**config.mk**
```make
export PLATFORM = sky130hd
export DESIGN_NAME = quad_gen
export DESIGN_NICKNAME = d
export VERILOG_FILES = /design/src/rtl/quad_gen_pkg.sv /design/src/rtl/quad_gen_dds.sv /design/src/rtl/quad_gen.sv
export SDC_FILE = /design/constraint.sdc
export NUM_CORES = 1
export LEC_CHECK = 0
export ABC_AREA = 1
export CAP_MARGIN = 20
export CORE_ASPECT_RATIO = 0.5
export CORE_MARGIN = 10
export CORE_UTILIZATION = 43
export CTS_CLUSTER_SIZE = 28
export DETAILED_ROUTE_END_ITERATION = 8
export HOLD_SLACK_MARGIN = 0.15
export MAX_ROUTING_LAYER = met4
export PLACE_DENSITY = 0.74
export SYNTH_ARGS = -nofsm -noshare
export SYNTH_HDL_FRONTEND = slang
export SYNTH_HIERARCHICAL = 1
export SYNTH_SLANG_ARGS = --single-unit
```
**constraint.sdc**
```tcl
create_clock -name clk -period 7.08 [get_ports clk]
set_input_delay 1.416 -clock clk [delete_from_list [all_inputs] [get_ports clk]]
set_output_delay 1.416 -clock clk [all_outputs]
set_load 0.01 [all_outputs]
```
**src/rtl/quad_gen_pkg.sv**
```systemverilog
// Shared phase encoding and helper functions for the quadrature generator.
// The phase register holds {A,B} directly, so the Gray sequence needs no decode.
package quad_gen_pkg;

  localparam logic [1:0] PH_00 = 2'b00;
  localparam logic [1:0] PH_01 = 2'b01;
  localparam logic [1:0] PH_11 = 2'b11;
  localparam logic [1:0] PH_10 = 2'b10;

  // dir = 1 walks 00->01->11->10; dir = 0 walks the same ring backwards.
  function automatic logic [1:0] next_phase(input logic [1:0] ph, input logic dir);
    logic [1:0] np;
    case (ph)
      PH_00:   np = dir ? PH_01 : PH_10;
      PH_01:   np = dir ? PH_11 : PH_00;
      PH_11:   np = dir ? PH_10 : PH_01;
      default: np = dir ? PH_00 : PH_11;
    endcase
    return np;
  endfunction

  function automatic logic [1:0] phase_to_ab(input logic [1:0] ph);
    return ph;
  endfunction

endpackage

```
**src/rtl/quad_gen_dds.sv**
```systemverilog
// Rate-magnitude DDS accumulator: emits a one-cycle step (combinational carry)
// and the step direction taken from the rate sign.
module quad_gen_dds #(
  parameter int W     = 14,
  parameter int ACC_W = 20
) (
  input  logic         clk,
  input  logic         rst,
  input  logic         clr,
  input  logic         en,
  input  logic [W-1:0] rate,
  output logic         step,
  output logic         dir
);

  logic [W-1:0]     mag;
  logic [ACC_W-1:0] mag_ext;
  logic [ACC_W-1:0] acc_reg;
  logic [ACC_W:0]   sum;

  // The most negative rate maps to 2^(W-1), which still fits W unsigned bits.
  always_comb begin
    mag     = rate[W-1] ? (-rate) : rate;
    mag_ext = ACC_W'(mag);
    sum     = {1'b0, acc_reg} + {1'b0, mag_ext};
    step    = en & sum[ACC_W];
    dir     = ~rate[W-1];
  end

  always_ff @(posedge clk) begin
    if (rst || clr) begin
      acc_reg <= '0;
    end else if (en) begin
      acc_reg <= sum[ACC_W-1:0];
    end
  end

endmodule

```
**src/rtl/quad_gen.sv**
```systemverilog
// Quadrature encoder emulator: DDS steps feed a dwell-limited Gray sequencer.
// Define QUAD_GEN_INDEX_EN to build the position counter and Z index output.
module quad_gen
  import quad_gen_pkg::*;
#(
  parameter int W         = 14,
  parameter int ACC_W     = 20,
  parameter int CPR       = 2000,
  parameter int MIN_DWELL = 4
) (
  input  logic         clk,
  input  logic         rst,
  input  logic         en,
  input  logic [W-1:0] rate,
  input  logic         clr,
  input  logic         ovr_clr,
  output logic         A,
  output logic         B,
  output logic         Z,
  output logic         overrun
);

  localparam int DWELL_W = $clog2(MIN_DWELL);

  logic               step;
  logic               step_dir;
  logic               pending_reg;
  logic               pdir_reg;
  logic [DWELL_W-1:0] dwell_reg;
  logic [1:0]         phase_reg;
  logic               overrun_reg;
  logic               cancel;
  logic               drop;
  logic               edge_fire;

  quad_gen_dds #(.W(W), .ACC_W(ACC_W)) u_dds (
    .clk  (clk),
    .rst  (rst),
    .clr  (clr),
    .en   (en),
    .rate (rate),
    .step (step),
    .dir  (step_dir)
  );

  // An opposite step while one is pending nets to zero and suppresses the edge.
  always_comb begin
    cancel    = step & pending_reg & (step_dir != pdir_reg);
    drop      = step & pending_reg & (step_dir == pdir_reg);
    edge_fire = pending_reg & (dwell_reg == '0) & ~cancel;
  end

  always_ff @(posedge clk) begin
    if (rst || clr) begin
      pending_reg <= 1'b0;
      pdir_reg    <= 1'b0;
      dwell_reg   <= '0;
      phase_reg   <= PH_00;
    end else begin
      if (cancel || edge_fire) begin
        pending_reg <= 1'b0;
      end else if (step && !pending_reg) begin
        pending_reg <= 1'b1;
        pdir_reg    <= step_dir;
      end
      if (edge_fire) begin
        phase_reg <= next_phase(phase_reg, pdir_reg);
        dwell_reg <= DWELL_W'(MIN_DWELL - 1);
      end else if (dwell_reg != '0) begin
        dwell_reg <= dwell_reg - DWELL_W'(1);
      end
    end
  end

  // A new drop beats a simultaneous clear request; clr leaves the flag alone.
  always_ff @(posedge clk) begin
    if (rst) begin
      overrun_reg <= 1'b0;
    end else if (drop && !clr) begin
      overrun_reg <= 1'b1;
    end else if (ovr_clr) begin
      overrun_reg <= 1'b0;
    end
  end

  assign {A, B}  = phase_to_ab(phase_reg);
  assign overrun = overrun_reg;

`ifdef QUAD_GEN_INDEX_EN
  localparam int POS_W = $clog2(CPR);

  logic [POS_W-1:0] pos_reg;
  logic [POS_W-1:0] pos_next;
  logic             z_reg;

  always_comb begin
    pos_next = pos_reg;
    if (edge_fire) begin
      if (pdir_reg) begin
        pos_next = (pos_reg == POS_W'(CPR - 1)) ? '0 : pos_reg + POS_W'(1);
      end else begin
        pos_next = (pos_reg == '0) ? POS_W'(CPR - 1) : pos_reg - POS_W'(1);
      end
    end
  end

  // Z is registered from the next position so it lines up with the A/B edge.
  always_ff @(posedge clk) begin
    if (rst || clr) begin
      pos_reg <= '0;
      z_reg   <= 1'b1;
    end else begin
      pos_reg <= pos_next;
      z_reg   <= (pos_next == '0);
    end
  end

  assign Z = z_reg;
`else
  logic cpr_unused;
  assign cpr_unused = (CPR % 4) != 0;
  assign Z = 1'b0;
`endif

endmodule

```
# Word-level counts from Yosys, hierarchy flattened
# Cells that the tools add are included.
op_classes:
  add_sub_neg: 3
  reduce_logical: 13
  n_bitwise: 9
  n_eq_ne: 4
  mux: 10
ops:
  columns: ["op", "count"]
  rows:
  - ["$add 20x14->21", 1]
  - ["$mux 14", 1]
  - ["$neg 14->14", 1]
  - ["$mux 2", 6]
  - ["$and 1x1->1", 6]
  - ["$pmux 2 s3", 1]
  - ["$reduce_bool 2->1", 3]
  - ["$logic_not 2->1", 2]
  - ["$not 1->1", 3]
  - ["$eq 2x1->1 const B", 1]
  - ["$eq 2x2->1 const B", 1]
  - ["$logic_and 1x1->1", 2]
  - ["$logic_not 1->1", 2]
  - ["$logic_or 1x1->1", 2]
  - ["$mux 1", 2]
  - ["$reduce_and 2->1", 1]
  - ["$reduce_or 2->1", 1]
  - ["$sub 2x1->2 const B", 1]
  - ["$eq 1x1->1", 1]
  - ["$ne 1x1->1", 1]
totals:
  input_bits: 19
  regBits: 27
  out_inout_bits: 4
  word_cells: 45

# Longest topological paths before layout
# Gate-level depths: netlist of run 1.
depth:
  word_depth: 11
  depth_mapped: 21
  ltp_nobuf: 21

# Cells and area by module
# Netlist of run 1, hierarchy kept.
by_module_without_submodules:
  columns: ["mod", "seq_area_each_um2", "area_per_inst_um2", "cells_per_inst", "instances"]
  rows:
  - ["quad_gen_dds", 400.4, 1949.4, 318, 1]
  - ["quad_gen", 140.1, 384.1, 48, 1]

# Least setup slack after synthesis of run 1
# No wires, ideal clock.
synth_timing:
  path_kind: "input to register"
  from: "in rate[1]"
  to: "reg dwell_reg[1]"
  t_arrival_ns: 3.667
  stages: 20
  setup_slack_ns: 3.298
  t_required_ns: 6.965
  n_path_buf: 0
  setup_ns: 0.115
  cell_sequence: "inv_1 ha_1 inv_1 nor3_1 nand2_1 nor2_1 a31oi_1 xor2_1 ha_1 nand2_2 o21ai_0 a21oi_1 a21oi_1 nand2_1 inv_2 nand3_4 nand2_4 nand3_2 nand2_1 nor2_1"
synth_via:
  elab_chain_len: 9
  elab_cells_between_ends: 10
  cone_classes: "2 x add/sub; 2 x mux; 5 x bitwise; 1 x reduce/logical"
synth_rtl:
  columns: ["element", "line", "rtl"]
  rows:
  - ["start, declared", "quad_gen.sv:14", "input logic [W-1:0] rate,"]
  - ["$neg 14->14", "quad_gen_dds.sv:23", "mag = rate[W-1] ? (-rate) : rate;"]
  - ["$mux 14 *", "quad_gen_dds.sv:23", null]
  - ["$add 20x14->21 *", "quad_gen_dds.sv:25", "sum = {1'b0, acc_reg} + {1'b0, mag_ext};"]
  - ["$and 1x1->1 *", "quad_gen_dds.sv:26", "step = en & sum[ACC_W];"]
  - ["via step", "quad_gen.sv:25", "logic step;"]
  - ["$and 1x1->1 * (2 in a row)", "quad_gen.sv:48", "cancel = step & pending_reg & (step_dir != pdir_reg);"]
  - ["$not 1->1 *", "quad_gen.sv:50", "edge_fire = pending_reg & (dwell_reg == '0) & ~cancel;"]
  - ["$and 1x1->1 *", "quad_gen.sv:50", null]
  - ["$mux 2 / $reduce_bool 2->1 (equally long branches)", null, null]
  - ["end signal, assigned", "quad_gen.sv:68", "dwell_reg <= DWELL_W'(MIN_DWELL - 1);"]
  - ["end signal, assigned", "quad_gen.sv:70", "dwell_reg <= dwell_reg - DWELL_W'(1);"]
  - ["end, declared", "quad_gen.sv:29", "logic [DWELL_W-1:0] dwell_reg;"]
# Mark *: on every way through the listed nets, which the timed path passes. The rest lies on a longest branch.
# A chain may end at the register's enable or synchronous reset.

# Final worst setup path of run 1
layout_timing:
  from: "in rate[0]"
  to: "reg dwell_reg[1]"
# Same word-level chain as after synthesis.

==> results of run 1 <==
==> report_power, final <==
part           leakage [nW]  switching, mW  internal, mW
clock                0.0261         0.0576        0.0415
sequential            0.219        0.00272         0.156
combinational          1.08         0.0693        0.0444
total                  1.33          0.130         0.242
==> cells by family after synthesis <==
family	Yosys count	synth area share, %
AOI/OAI and AO/OA	51	11.9
xor gates and xnor gates	21	7.88
adders and majority gates	18	9.97
buffers and inverters	59	10.7
DFF	27	23.2
other	1	0.161
and+or+nand+nor	189	36.3
==> metal layers <==
metal	vias up	part of all wire [%]	GRT usage, %
met2	40	41	18.5
met5	-	0	-
li1	1202	-	-
met1	939	54	16.9
met4	0	1.0	2.66
met3	4	4.1	2.47
==> how the worst max path moves through the flow <==
stage	from	endpoint	slack (ns)	cells after the start
after floorplan	rate[1]	dwell_reg[1]$_SDFFE_PP0P_	3.30	20
after global placement	rate[0]	dwell_reg[1]$_SDFFE_PP0P_	2.48	21
after detailed placement	rate[0]	dwell_reg[1]$_SDFFE_PP0P_	2.43	21
after CTS	rate[0]	dwell_reg[1]$_SDFFE_PP0P_	2.75	21
after global routing	rate[0]	dwell_reg[1]$_SDFFE_PP0P_	2.33	21
final	rate[0]	dwell_reg[1]$_SDFFE_PP0P_	2.71	21
==> layout make-up <==
class | instances | area (µm²) | share of cell area (%)
clock buffers | 3 | 41.3 | 1.56
inverters | 53 | 199 | 7.54
multi-input cells | 280 | 1540 | 58.5
clock inverters | 1 | 8.76 | 0.332
repair buffers | 22 | 218 | 8.25
well taps | 70 | 87.6 | 3.32
flip-flops and latches | 27 | 541 | 20.5
==> critical path, cell delays in order <==
cell and delay, ns:
sky130_fd_sc_hd__clkdlybuf4s50_1 0.44, sky130_fd_sc_hd__inv_1 0.10, sky130_fd_sc_hd__ha_1 0.14, sky130_fd_sc_hd__inv_1 0.05, sky130_fd_sc_hd__nor3_1 0.18, sky130_fd_sc_hd__nand2_1 0.10
sky130_fd_sc_hd__nor2_1 0.20, sky130_fd_sc_hd__a31oi_1 0.13, sky130_fd_sc_hd__xor2_1 0.17, sky130_fd_sc_hd__ha_1 0.33, sky130_fd_sc_hd__nand2_2 0.08, sky130_fd_sc_hd__o21ai_0 0.24
sky130_fd_sc_hd__a21oi_1 0.12, sky130_fd_sc_hd__a21oi_1 0.33, sky130_fd_sc_hd__nand2_1 0.11, sky130_fd_sc_hd__inv_2 0.09, sky130_fd_sc_hd__nand3_4 0.10, sky130_fd_sc_hd__nand2_4 0.09
sky130_fd_sc_hd__nand3_2 0.06, sky130_fd_sc_hd__nand2_1 0.06, sky130_fd_sc_hd__nor2_1 0.03
==> Yosys cell counts (2+ instances only) <==
master,n,area share [%]
sky130_fd_sc_hd__ha_1,17,9.1
sky130_fd_sc_hd__inv_1,49,7.9
sky130_fd_sc_hd__a31oi_1,2,0.54
sky130_fd_sc_hd__buf_2,3,0.64
sky130_fd_sc_hd__o21ai_1,4,0.86
sky130_fd_sc_hd__nor2_1,59,9.5
sky130_fd_sc_hd__nor3_1,4,0.86
sky130_fd_sc_hd__nor2_2,2,0.54
sky130_fd_sc_hd__clkbuf_8,2,1.2
sky130_fd_sc_hd__a21oi_1,27,5.8
sky130_fd_sc_hd__nand3_2,6,2.6
sky130_fd_sc_hd__nand3_1,25,5.4
sky130_fd_sc_hd__dfxtp_1,27,23
sky130_fd_sc_hd__o21ai_0,13,2.8
sky130_fd_sc_hd__xnor2_1,4,1.5
sky130_fd_sc_hd__nand2_4,2,0.97
sky130_fd_sc_hd__inv_2,4,0.64
sky130_fd_sc_hd__a21oi_2,2,0.75
sky130_fd_sc_hd__nand2_1,78,13
sky130_fd_sc_hd__nand2_2,8,2.1
sky130_fd_sc_hd__xor2_1,17,6.4
==> through the flow <==
stage	util (%)	total power [mW]	std cells	setup WS, ns
2_1_floorplan	-	0.246	366	3.30
3_3_place_gp	50.9	0.274	452	2.48
3_5_place_dp	50.9	0.274	452	2.43
4_1_cts	51.8	0.374	456	2.75
5_1_grt	51.8	0.398	456	2.33
6_report	51.8	0.372	456	2.71
==> run summary, run 1 <==
0 antenna diodes ended up in the layout. The post-route fraction of the period consumed by the critical path is 61.7%. The fraction of final layout cells sized beyond drive strength 1 came out at 7.77%.

The layout has 539 filler cells. In this run the core area contains 18 standard-cell rows. The final number of max-transition violations is 0. The register clock-pin slew on the reported worst setup and hold paths came out at 0.12 ns. STA classifies the critical path startpoint as a primary input.

The last weighted congestion value of the routability-driven placer came out at 0.884. TritonCTS built the clock tree. The most used flip-flop cell after synthesis is sky130_fd_sc_hd__dfxtp_1. The number of antenna violations at the first check in global routing is 0. The number of synthesis warnings came out at 6. In this run the tightest slew margin relative to its limit is 57.8%. Data on the critical path arrives at its endpoint at 4.57 ns. For the worst flop-to-flop path, the logic depth is 15. Synthesis handed over a netlist of 366 instances.

The net count after synthesis is 403. The total overflow left after global routing is 0. The clock skew came out at 0.0149 ns. The first-pass GRT wire length is 9.02 mm. The worst path needs 4.37 ns of the cycle, external delays included. The final setup violation count came out at 0.

The static leakage is 1.33 nW. The worst setup slack for register-to-register paths is 4.81 ns. The number of global-route vias before repair is 2001.

The clock drives 27 sinks. The flip-flop and latch count after synthesis is 27. The detail-routed net length per standard cell came out at 11.4 µm. The overall global routing resource usage came out at 12.4%. Entering global routing, the biggest net connects 29 pins. The later pin in the worst-skew pair is clocked with a latency of 0.29 ns.

At the worst endpoint, the required time is 7.28 ns. In this run the power density over the cells is 141 nW/µm². The width of the chip came out at 124 µm.

In the routed design, unresolved DRC markers number 0. The cell count of the worst hold path is 2. The average cell area after synthesis came out at 6.38 µm².

The number of buffer cells added on primary ports is 21. The largest buffer count on any clock path is 2. The startpoint identified for the worst register-to-register timing path is u_dds/acc_reg[0]$_SDFFE_PP0P_. Max-cap violations in this run came to 0. The root buffer selected by CTS is sky130_fd_sc_hd__clkbuf_8. The number of hold violations in the final report came out at 0. The post-cts resize count came out at 0. Summing all placed instances gives a cell area of 2590 µm². The starting density of the core is 45.8%. At the pin with the least slew margin, the transition time is 0.631 ns. Of all nets on the critical path, the largest fanout is 5. Across all hold checks on the routed design, the worst slack comes to 0.474 ns. The maximum clock frequency is 229 MHz. The register with the most flip-flops in the layout has 20 of them. The post-synth design cell area came out at 2330 µm². The worst hold path terminates at overrun$_SDFFE_PP0P_. The number of vias in the routed layout is 2185. The number of optimization iterations in the first detailed-route pass is 4. The net total in the final layout is 424.

The tightest min-delay check is of the reg2reg type. The total non-filler cell area in the finished layout is 2640 µm². The sum of negative setup slack came out at 0 ns. The sequential-to-total area share from yosys stat came out at 23.2%. The I/O pin total is 23. The post-CTS setup repair buffer count came out at 0.

The average vias per placed instance is 4.79. VDD sags by at most 90.2 µV. Leaving out fill and tap cells, the most frequent cell in the layout is sky130_fd_sc_hd__nand2_1. In this run the vertical extent of the chip is 72.1 µm. The count of antenna-violating nets left after detailed routing came out at 0. The sum of routed wire length over all layers came out at 5.21 mm. The DRC marker count from the first detailed-route iteration is 143. STA classifies the critical path endpoint as a register. The estimated wirelength of the detail-placed design is 4.14 mm.

Setup repair after global routing left no endpoint under its margin. The classification of the worst setup path is in2reg. The number of H-tree branching levels came out at 1. In the layout the commonest cells are sky130_fd_sc_hd__nand2_1, sky130_fd_sc_hd__nor2_1, sky130_fd_sc_hd__inv_1, sky130_fd_sc_hd__a21oi_1, sky130_fd_sc_hd__dfxtp_1.

The run finished with clean final reports. Counting the buffers created by CTS gives 3. The hold-fix buffer count after cts came out at 0.

The fraction of registers with async set or reset after synthesis is 0%. In this run the standard cell core region covers 5090 µm². The end of the worst register-to-register path is dwell_reg[1]$_SDFFE_PP0P_. In this run the most critical hold path is launched from overrun$_SDFFE_PP0P_. The die outline area is 8950 µm².

From synthesis to final layout, the design area changed by 13.1%. The number of flops mapped to enable cells by yosys is 0. After synthesis, the netlist uses 32 different library cells.
(Power assumes the default switching activity.)
==> inputs of run 2 (changes only) <==
==> constraint.sdc (replaced) <==
create_clock -name clk -period 4.45 [get_ports clk]
set_input_delay 0.89 -clock clk [delete_from_list [all_inputs] [get_ports clk]]
set_output_delay 0.89 -clock clk [all_outputs]
set_load 0.01 [all_outputs]
==> run 2 against run 1 <==
Against the previous run: register-to-register slack worse by 2.6 ns; sequential cell count did not move; count of clock-buffer cells in the layout stayed put; wire length grew 0.17%; clock skew decreased by 0.0026 ns; setup slack got worse by 2.1 ns; final area up 0.28%; core utilization rose by 0.15 points; sequential power increased by 59%; cell count rose by 0.22%; clock power rose by 56%; largest power group unchanged; highest routed layer unchanged.
==> run summary, run 2 (same netlist as run 1, synthesis figures left out) <==
The power density over the cells is 222 nW/µm². The area added between synthesis and finish is 13.4%. The final number of max-transition violations is 0. The register with the most flip-flops in the layout has 20 of them. Setup violations remaining at the end of the flow were counted as 0. The signal arrival time at the worst endpoint came out at 4.03 ns. The flow ran to the end, and the final reports show no timing, DRC or antenna violations.

The detail-routed net length per standard cell is 11.4 µm. Once the floorplan was initialized, standard cells occupied 45.8% of the core. Across the VDD grid, the largest voltage drop is 136 µV. The portion of total power attributed to the clock network is 26.3%. The pre-antenna-repair detailed-routing pass consisted of 4 iterations. In this run the clock root is driven by a sky130_fd_sc_hd__clkbuf_8.

The post-cts resize count is 0. The sum of negative setup slack came out at 0 ns. The number of antenna violations at the first check in global routing was 0. The number of DRC violations after detailed routing is 0. The HPWL after detailed placement is 4.27 mm.

The kind of end point of the critical path is a register. The number of hold violations in the final report came out at 0. The post-route netlist has 8.01% of its cells at a drive strength greater than 1. The floorplan die height is 72.1 µm. The share of total power in sequential cells is 42.9%.

The register clock-pin slew on the reported worst setup and hold paths is 0.11 ns. The number of vias in the routed layout is 2216. The placeable core region is 5090 µm². Internal power comes to 0.386 mW. The critical path launch point type is a primary input. In this run the horizontal extent of the chip is 124 µm. The most frequent standard cell in the layout excluding fill and tap cells is sky130_fd_sc_hd__nand2_1. The kind of path behind the tightest hold check is reg2reg. Setup repair after global routing left no endpoint under its margin. After global routing the overflow that remains totals 0. The minimum clock period came out at 3.84 ns. The switching share of total power is 34.5%. The final layout contains routed wiring with a total length of 5.22 mm. The sink count of the clock tree came out at 27. The first-pass GRT wire length came out at 9.00 mm. In this run the tightest slew margin relative to its limit is 59.4%.

The net switching power is 0.203 mW. The placed instances occupy a cell area of 2600 µm². The clock arrives with 0.0122 ns of skew. The number of buffer cells added on primary ports came out at 21. The slew at the pin with the worst max-slew slack came out at 0.607 ns. The number of global-route vias before repair came to 1943. The worst setup path is of the in2reg kind. The post-CTS setup repair buffer count is 0.

The static leakage came out at 1.33 nW. The number of inserted diodes is 0. The maximum clock frequency is 260 MHz. The largest net degree at the start of global routing came out at 29. The insertion delay to the later sink of the worst-skew pair came out at 0.29 ns. In this run the count of I/O pins placed on the die edge is 23. The library cells used most frequently in the layout, excluding fill and tap cells, are sky130_fd_sc_hd__nand2_1, sky130_fd_sc_hd__nor2_1, sky130_fd_sc_hd__inv_1, sky130_fd_sc_hd__a21oi_1, sky130_fd_sc_hd__dfxtp_1. The die outline area is 8950 µm².

The maximum net fanout on the critical path came out at 5. Data on the critical path is required at its endpoint by 4.64 ns. The count of antenna-violating nets left after detailed routing came out at 0. The largest buffer count on any clock path is 2.

The number of H-tree branching levels came out at 1. Across every metal layer, demand over resource in global routing totals 12.4%. TritonCTS built the clock tree. Buffers inserted to repair hold after CTS numbered 0. The combinational fraction of design power is 30.7%. The number of maximum-capacitance constraint violations is 0. The DRC marker count from the first detailed-route iteration is 131.

The standard-cell row count came out at 18. The worst path uses 86.3% of the clock period. The average vias per placed instance came out at 4.85. For this run, the post-layout net count is 425. In this run, CTS created clock tree buffers numbering 3. At the end of routability-driven placement, the weighted congestion stood at 0.947.

Once layout is done, the placed cells without fillers occupy 2650 µm².
run 2: path summary, 6_finish.rpt:
check | start | to | slack, ns | cells past startpoint
max | rate[0] | dwell_reg[1]$_SDFFE_PP0P_ | 0.61 | 21
min | overrun$_SDFFE_PP0P_ | overrun$_SDFFE_PP0P_ | 0.47 | 2
max reg2reg | u_dds/acc_reg[0]$_SDFFE_PP0P_ | dwell_reg[1]$_SDFFE_PP0P_ | 2.23 | 15
min reg2reg | overrun$_SDFFE_PP0P_ | overrun$_SDFFE_PP0P_ | 0.47 | 2
run 2: final cells by class:
| class | instances | area, µm² |
|---|---|---|
| Clock buffer | 3 | 41.3 |
| Clock inverter | 1 | 8.76 |
| Inverter | 53 | 199 |
| Sequential cell | 27 | 541 |
| Fill cell | 539 | 2440 |
| Multi-Input combinational cell | 280 | 1540 |
| Tap cell | 70 | 87.6 |
| Timing Repair Buffer | 23 | 225 |
run 2: power by group through the flow:
stage / logic (mW) / registers [mW] / clock network [mW]
2_1_floorplan: 0.135 / 0.257 / 0
3_3_place_gp: 0.179 / 0.258 / 0
3_5_place_dp: 0.180 / 0.258 / 0
4_1_cts: 0.181 / 0.253 / 0.163
5_1_grt: 0.207 / 0.254 / 0.172
6_report: 0.181 / 0.253 / 0.155
run 2: routing by layer:
metal,part of all wire [%],GRT usage (%),wire length (µm),vias to the layer above
met5,0,-,0,-
met2,42,18.4,2170,46
met4,0.65,2.28,34,0
li1,-,-,-,1209
met3,4.9,1.85,256,2
met1,53,17.5,2760,959
run 2: worst max-delay path, cell delays in order:
cell and delay, ns:
sky130_fd_sc_hd__clkdlybuf4s50_1 0.42, sky130_fd_sc_hd__inv_1 0.10, sky130_fd_sc_hd__ha_1 0.15, sky130_fd_sc_hd__inv_1 0.05, sky130_fd_sc_hd__nor3_1 0.19, sky130_fd_sc_hd__nand2_1 0.10, sky130_fd_sc_hd__nor2_1 0.20, sky130_fd_sc_hd__a31oi_1 0.12
sky130_fd_sc_hd__xor2_1 0.17, sky130_fd_sc_hd__ha_1 0.34, sky130_fd_sc_hd__nand2_2 0.09, sky130_fd_sc_hd__o21ai_0 0.23, sky130_fd_sc_hd__a21oi_1 0.12, sky130_fd_sc_hd__a21oi_1 0.31, sky130_fd_sc_hd__nand2_1 0.11, sky130_fd_sc_hd__inv_2 0.09
sky130_fd_sc_hd__nand3_4 0.09, sky130_fd_sc_hd__nand2_4 0.09, sky130_fd_sc_hd__nand3_2 0.05, sky130_fd_sc_hd__nand2_1 0.06, sky130_fd_sc_hd__nor2_1 0.03
run 2: metrics by stage:
stage                     hold WS (ns)  util, %  cells  setup slack (ns)  total power [mW]
after floorplan                  0.443        -    366              1.19             0.392
after global placement           0.451     51.0    453             0.375             0.437
after detailed placement         0.455     51.0    453             0.328             0.438
after CTS                        0.474     52.0    457             0.643             0.597
after global routing             0.499     52.0    457             0.298             0.633
final                            0.474     52.0    457             0.610             0.589
==> inputs of run 3 (changes only) <==
--- a/config.mk
+++ b/config.mk
@@ -10,11 +10,12 @@
 export CORE_ASPECT_RATIO = 0.5
 export CORE_MARGIN = 10
 export CORE_UTILIZATION = 43
-export CTS_CLUSTER_SIZE = 28
+export CTS_CLUSTER_SIZE = 30
 export DETAILED_ROUTE_END_ITERATION = 8
+export DONT_BUFFER_PORTS = 1
 export HOLD_SLACK_MARGIN = 0.15
 export MAX_ROUTING_LAYER = met4
-export PLACE_DENSITY = 0.74
+export PLACE_DENSITY = 0.69
 export SYNTH_ARGS = -nofsm -noshare
 export SYNTH_HDL_FRONTEND = slang
 export SYNTH_HIERARCHICAL = 1
==> run 3 against run 2 <==
Against the previous run: non-clock buffer count is 23 lower; cell count is 5.0% lower; critical endpoint unchanged; register-to-register slack better by 0.06 ns.
==> run summary, run 3 (same netlist as run 1, synthesis figures left out) <==
The flow ran to the end, and the final reports show no timing, DRC or antenna violations. The largest buffer count on any clock path is 2. The most critical setup path has its startpoint at rate[1]. The worst register-to-register path ends at dwell_reg[1]$_SDFFE_PP0P_. For this run, the top clock speed supported by timing is 298 MHz.

After filler insertion, the fill cell instance count of the layout stands at 545. The total power after layout is 0.566 mW. The hold-fix buffer count after cts came out at 0. The post-CTS setup repair buffer count came out at 0. The root buffer selected by CTS is sky130_fd_sc_hd__clkbuf_8. The register clock-pin slew on the reported worst setup and hold paths is 0.11 ns. The die is 124 µm wide. The first global-routing pass estimated 8.94 mm of wire.

In the layout the commonest cells are sky130_fd_sc_hd__nand2_1, sky130_fd_sc_hd__nor2_1, sky130_fd_sc_hd__inv_1, sky130_fd_sc_hd__a21oi_1, sky130_fd_sc_hd__dfxtp_1. The TritonCTS buffer count is 3. The signal on the critical path passes through inv_1, ha_1, inv_1, nor3_1, nand2_1, nor2_1, a31oi_1, xor2_1, ha_1, nand2_2, o21ai_0, a21oi_1, a21oi_1, nand2_1, inv_2, nand3_4, nand2_4, nand3_2, nand2_1, nor2_1. The detail-routed net length per standard cell came out at 12.4 µm. From synthesis to final layout, the design area changed by 3.70%. The fraction of final layout cells sized beyond drive strength 1 is 7.97%. The starting density of the core is 45.8%.

The sequential cells in the finished layout cover a total of 541 µm². The die outline area is 8950 µm². The sum of negative setup slack came out at 0 ns.

Together, buffers and inverters on the worst path number 3. The number of flip-flops in the largest register came out at 20. The worst register-to-register path begins at u_dds/acc_reg[0]$_SDFFE_PP0P_.

The cell internal power dissipation is 0.369 mW. The last weighted congestion value of the routability-driven placer came out at 0.871. The number of hold violations in the final report was 0. Setup violations remaining at the end of the flow were counted as 0.

TritonCTS built the clock tree. Grouping stages by cell kind, the critical path spends the most delay in simple AND/OR/NAND/NOR gates. The area of the multi-input gates came out at 1540 µm². The total overflow reported by the global router is 0.

The worst setup path is launched from a primary input. Measured in cells, the most critical reg-to-reg path has a length of 15. The stage delay of the slowest cell on the critical path came out at 0.34 ns. The largest net degree at the start of global routing came out at 29. The number of DRC violations after detailed routing came out at 0. For the pin with the worst max-slew slack, the measured transition is 0.524 ns. The average vias per placed instance came out at 5.06. Setup repair after global routing left no endpoint under its margin. The number of antenna violations at the first check in global routing came to 0. The static leakage came out at 1.24 nW. The number of global-route vias before repair came out at 2023. The signal arrival time at the worst endpoint is 3.55 ns. For the worst setup path, the data required time is 4.65 ns. In this run the core area contains 18 standard-cell rows.

The post-route fraction of the period consumed by the critical path is 75.3%. The number of optimization iterations in the first detailed-route pass came out at 4. The minimum clock period is 3.35 ns. The depth of the critical timing path with buffers and inverters included is 20. The tightest min-delay check is of the reg2reg type. STA classifies the critical path endpoint as a register. The power density over the cells came out at 234 nW/µm². The portion of total power attributed to the clock network is 27.4%. The final number of max-transition violations is 0. The cell occurring most often along the worst timing path is sky130_fd_sc_hd__nand2_1. The worst-case vdd ir drop is 104 µV.

The DRC marker count from the first detailed-route iteration came out at 116. 23 I/O pins were placed. The worst pin sits at a relative slew slack of 64.9%. The library cell used most frequently in the layout, excluding fill and tap cells, is sky130_fd_sc_hd__nand2_1.

In this run the worst setup path terminates at dwell_reg[1]$_SDFFE_PP0P_. The number of inserted diodes is 0. The switching share of total power came out at 34.8%.

The number of maximum-capacitance constraint violations came out at 0. Across every metal layer, demand over resource in global routing totals 12.1%. The net total in the final layout came out at 402. The worst setup slack for register-to-register paths came out at 2.29 ns. For this design the total switching power over the nets is 0.197 mW. In this run the worst path has a maximum fanout of 5. The worst setup path is of the in2reg kind.

The number of H-tree branching levels is 1. The estimated wirelength of the detail-placed design came out at 4.27 mm. The share of total power in sequential cells is 44.6%. The number of vias in the routed layout is 2198. The sum of routed wire length over all layers came out at 5.38 mm. The clock arrives with 0.00560 ns of skew. The floorplan die height is 72.1 µm.

The placeable core region is 5090 µm². The post-cts resize count is 0. The number of buffer cells added on primary ports came out at 0. The sink count of the clock tree is 27. The post-layout utilization of the core came out at 47.5%. The insertion delay to the later sink of the worst-skew pair came out at 0.29 ns. The combinational fraction of design power is 27.9%. The library cell contributing the largest single delay on the critical path is sky130_fd_sc_hd__ha_1. In this run the remaining antenna-violating nets after routing total 0.
[run 3: cell type report]
class,count,share of cell area [%]
Inverter,53,8.22
Tap cell,70,3.62
Multi-Input combinational cell,280,63.8
Clock buffer,3,1.71
Clock inverter,1,0.310
Sequential cell,27,22.3
[run 3: metal layers]
metal | GRT usage [%] | up-vias | wire length [µm]
met5 | - | - | 0
met4 | 2.66 | 0 | 42
met3 | 2.63 | 6 | 317
met2 | 19.1 | 46 | 2340
met1 | 15.5 | 990 | 2680
li1 | - | 1156 | -
[run 3: worst min path at each step]
stage	slack (ns)	to	depth (start not counted)	start
after floorplan	0.44	u_dds/acc_reg[0]$_SDFFE_PP0P_	2	u_dds/acc_reg[0]$_SDFFE_PP0P_
after global placement	0.45	u_dds/acc_reg[0]$_SDFFE_PP0P_	2	u_dds/acc_reg[0]$_SDFFE_PP0P_
after detailed placement	0.47	u_dds/acc_reg[0]$_SDFFE_PP0P_	2	u_dds/acc_reg[0]$_SDFFE_PP0P_
after CTS	0.48	u_dds/acc_reg[0]$_SDFFE_PP0P_	2	u_dds/acc_reg[0]$_SDFFE_PP0P_
after global routing	0.50	u_dds/acc_reg[0]$_SDFFE_PP0P_	2	u_dds/acc_reg[0]$_SDFFE_PP0P_
final	0.48	u_dds/acc_reg[0]$_SDFFE_PP0P_	2	u_dds/acc_reg[0]$_SDFFE_PP0P_
[run 3: worst reg2reg max path, stage by stage, from the launching register on]
cell,delay (ns)
sky130_fd_sc_hd__dfxtp_1,0.35
sky130_fd_sc_hd__ha_1,0.21
sky130_fd_sc_hd__fa_1,0.24
sky130_fd_sc_hd__nand3_1,0.09
sky130_fd_sc_hd__nand2_1,0.13
sky130_fd_sc_hd__nand2_1,0.08
sky130_fd_sc_hd__nand2_2,0.13
sky130_fd_sc_hd__nand3_2,0.09
sky130_fd_sc_hd__a21oi_1,0.24
sky130_fd_sc_hd__nand2_1,0.10
sky130_fd_sc_hd__inv_2,0.08
sky130_fd_sc_hd__nand3_4,0.10
sky130_fd_sc_hd__nand2_4,0.09
sky130_fd_sc_hd__nand3_2,0.06
sky130_fd_sc_hd__nand2_1,0.05
sky130_fd_sc_hd__nor2_1,0.03
[run 3: power by group through the flow]
stage | sequential (mW) | combinational, mW | clock (mW)
after detailed placement | 0.258 | 0.156 | 0
after floorplan | 0.257 | 0.135 | 0
final | 0.253 | 0.158 | 0.155
after CTS | 0.253 | 0.157 | 0.158
after global routing | 0.254 | 0.180 | 0.166
after global placement | 0.258 | 0.152 | 0
[run 3: stage by stage]
step | worst slack [ns] | instance area, µm² | std cells | hold slack [ns]
after floorplan | 1.19 | 2330 | 366 | 0.443
after global placement | 0.943 | 2370 | 430 | 0.453
final | 1.10 | 2420 | 434 | 0.478
after CTS | 1.10 | 2420 | 434 | 0.482
after detailed placement | 0.795 | 2370 | 430 | 0.466
after global routing | 0.780 | 2420 | 434 | 0.503
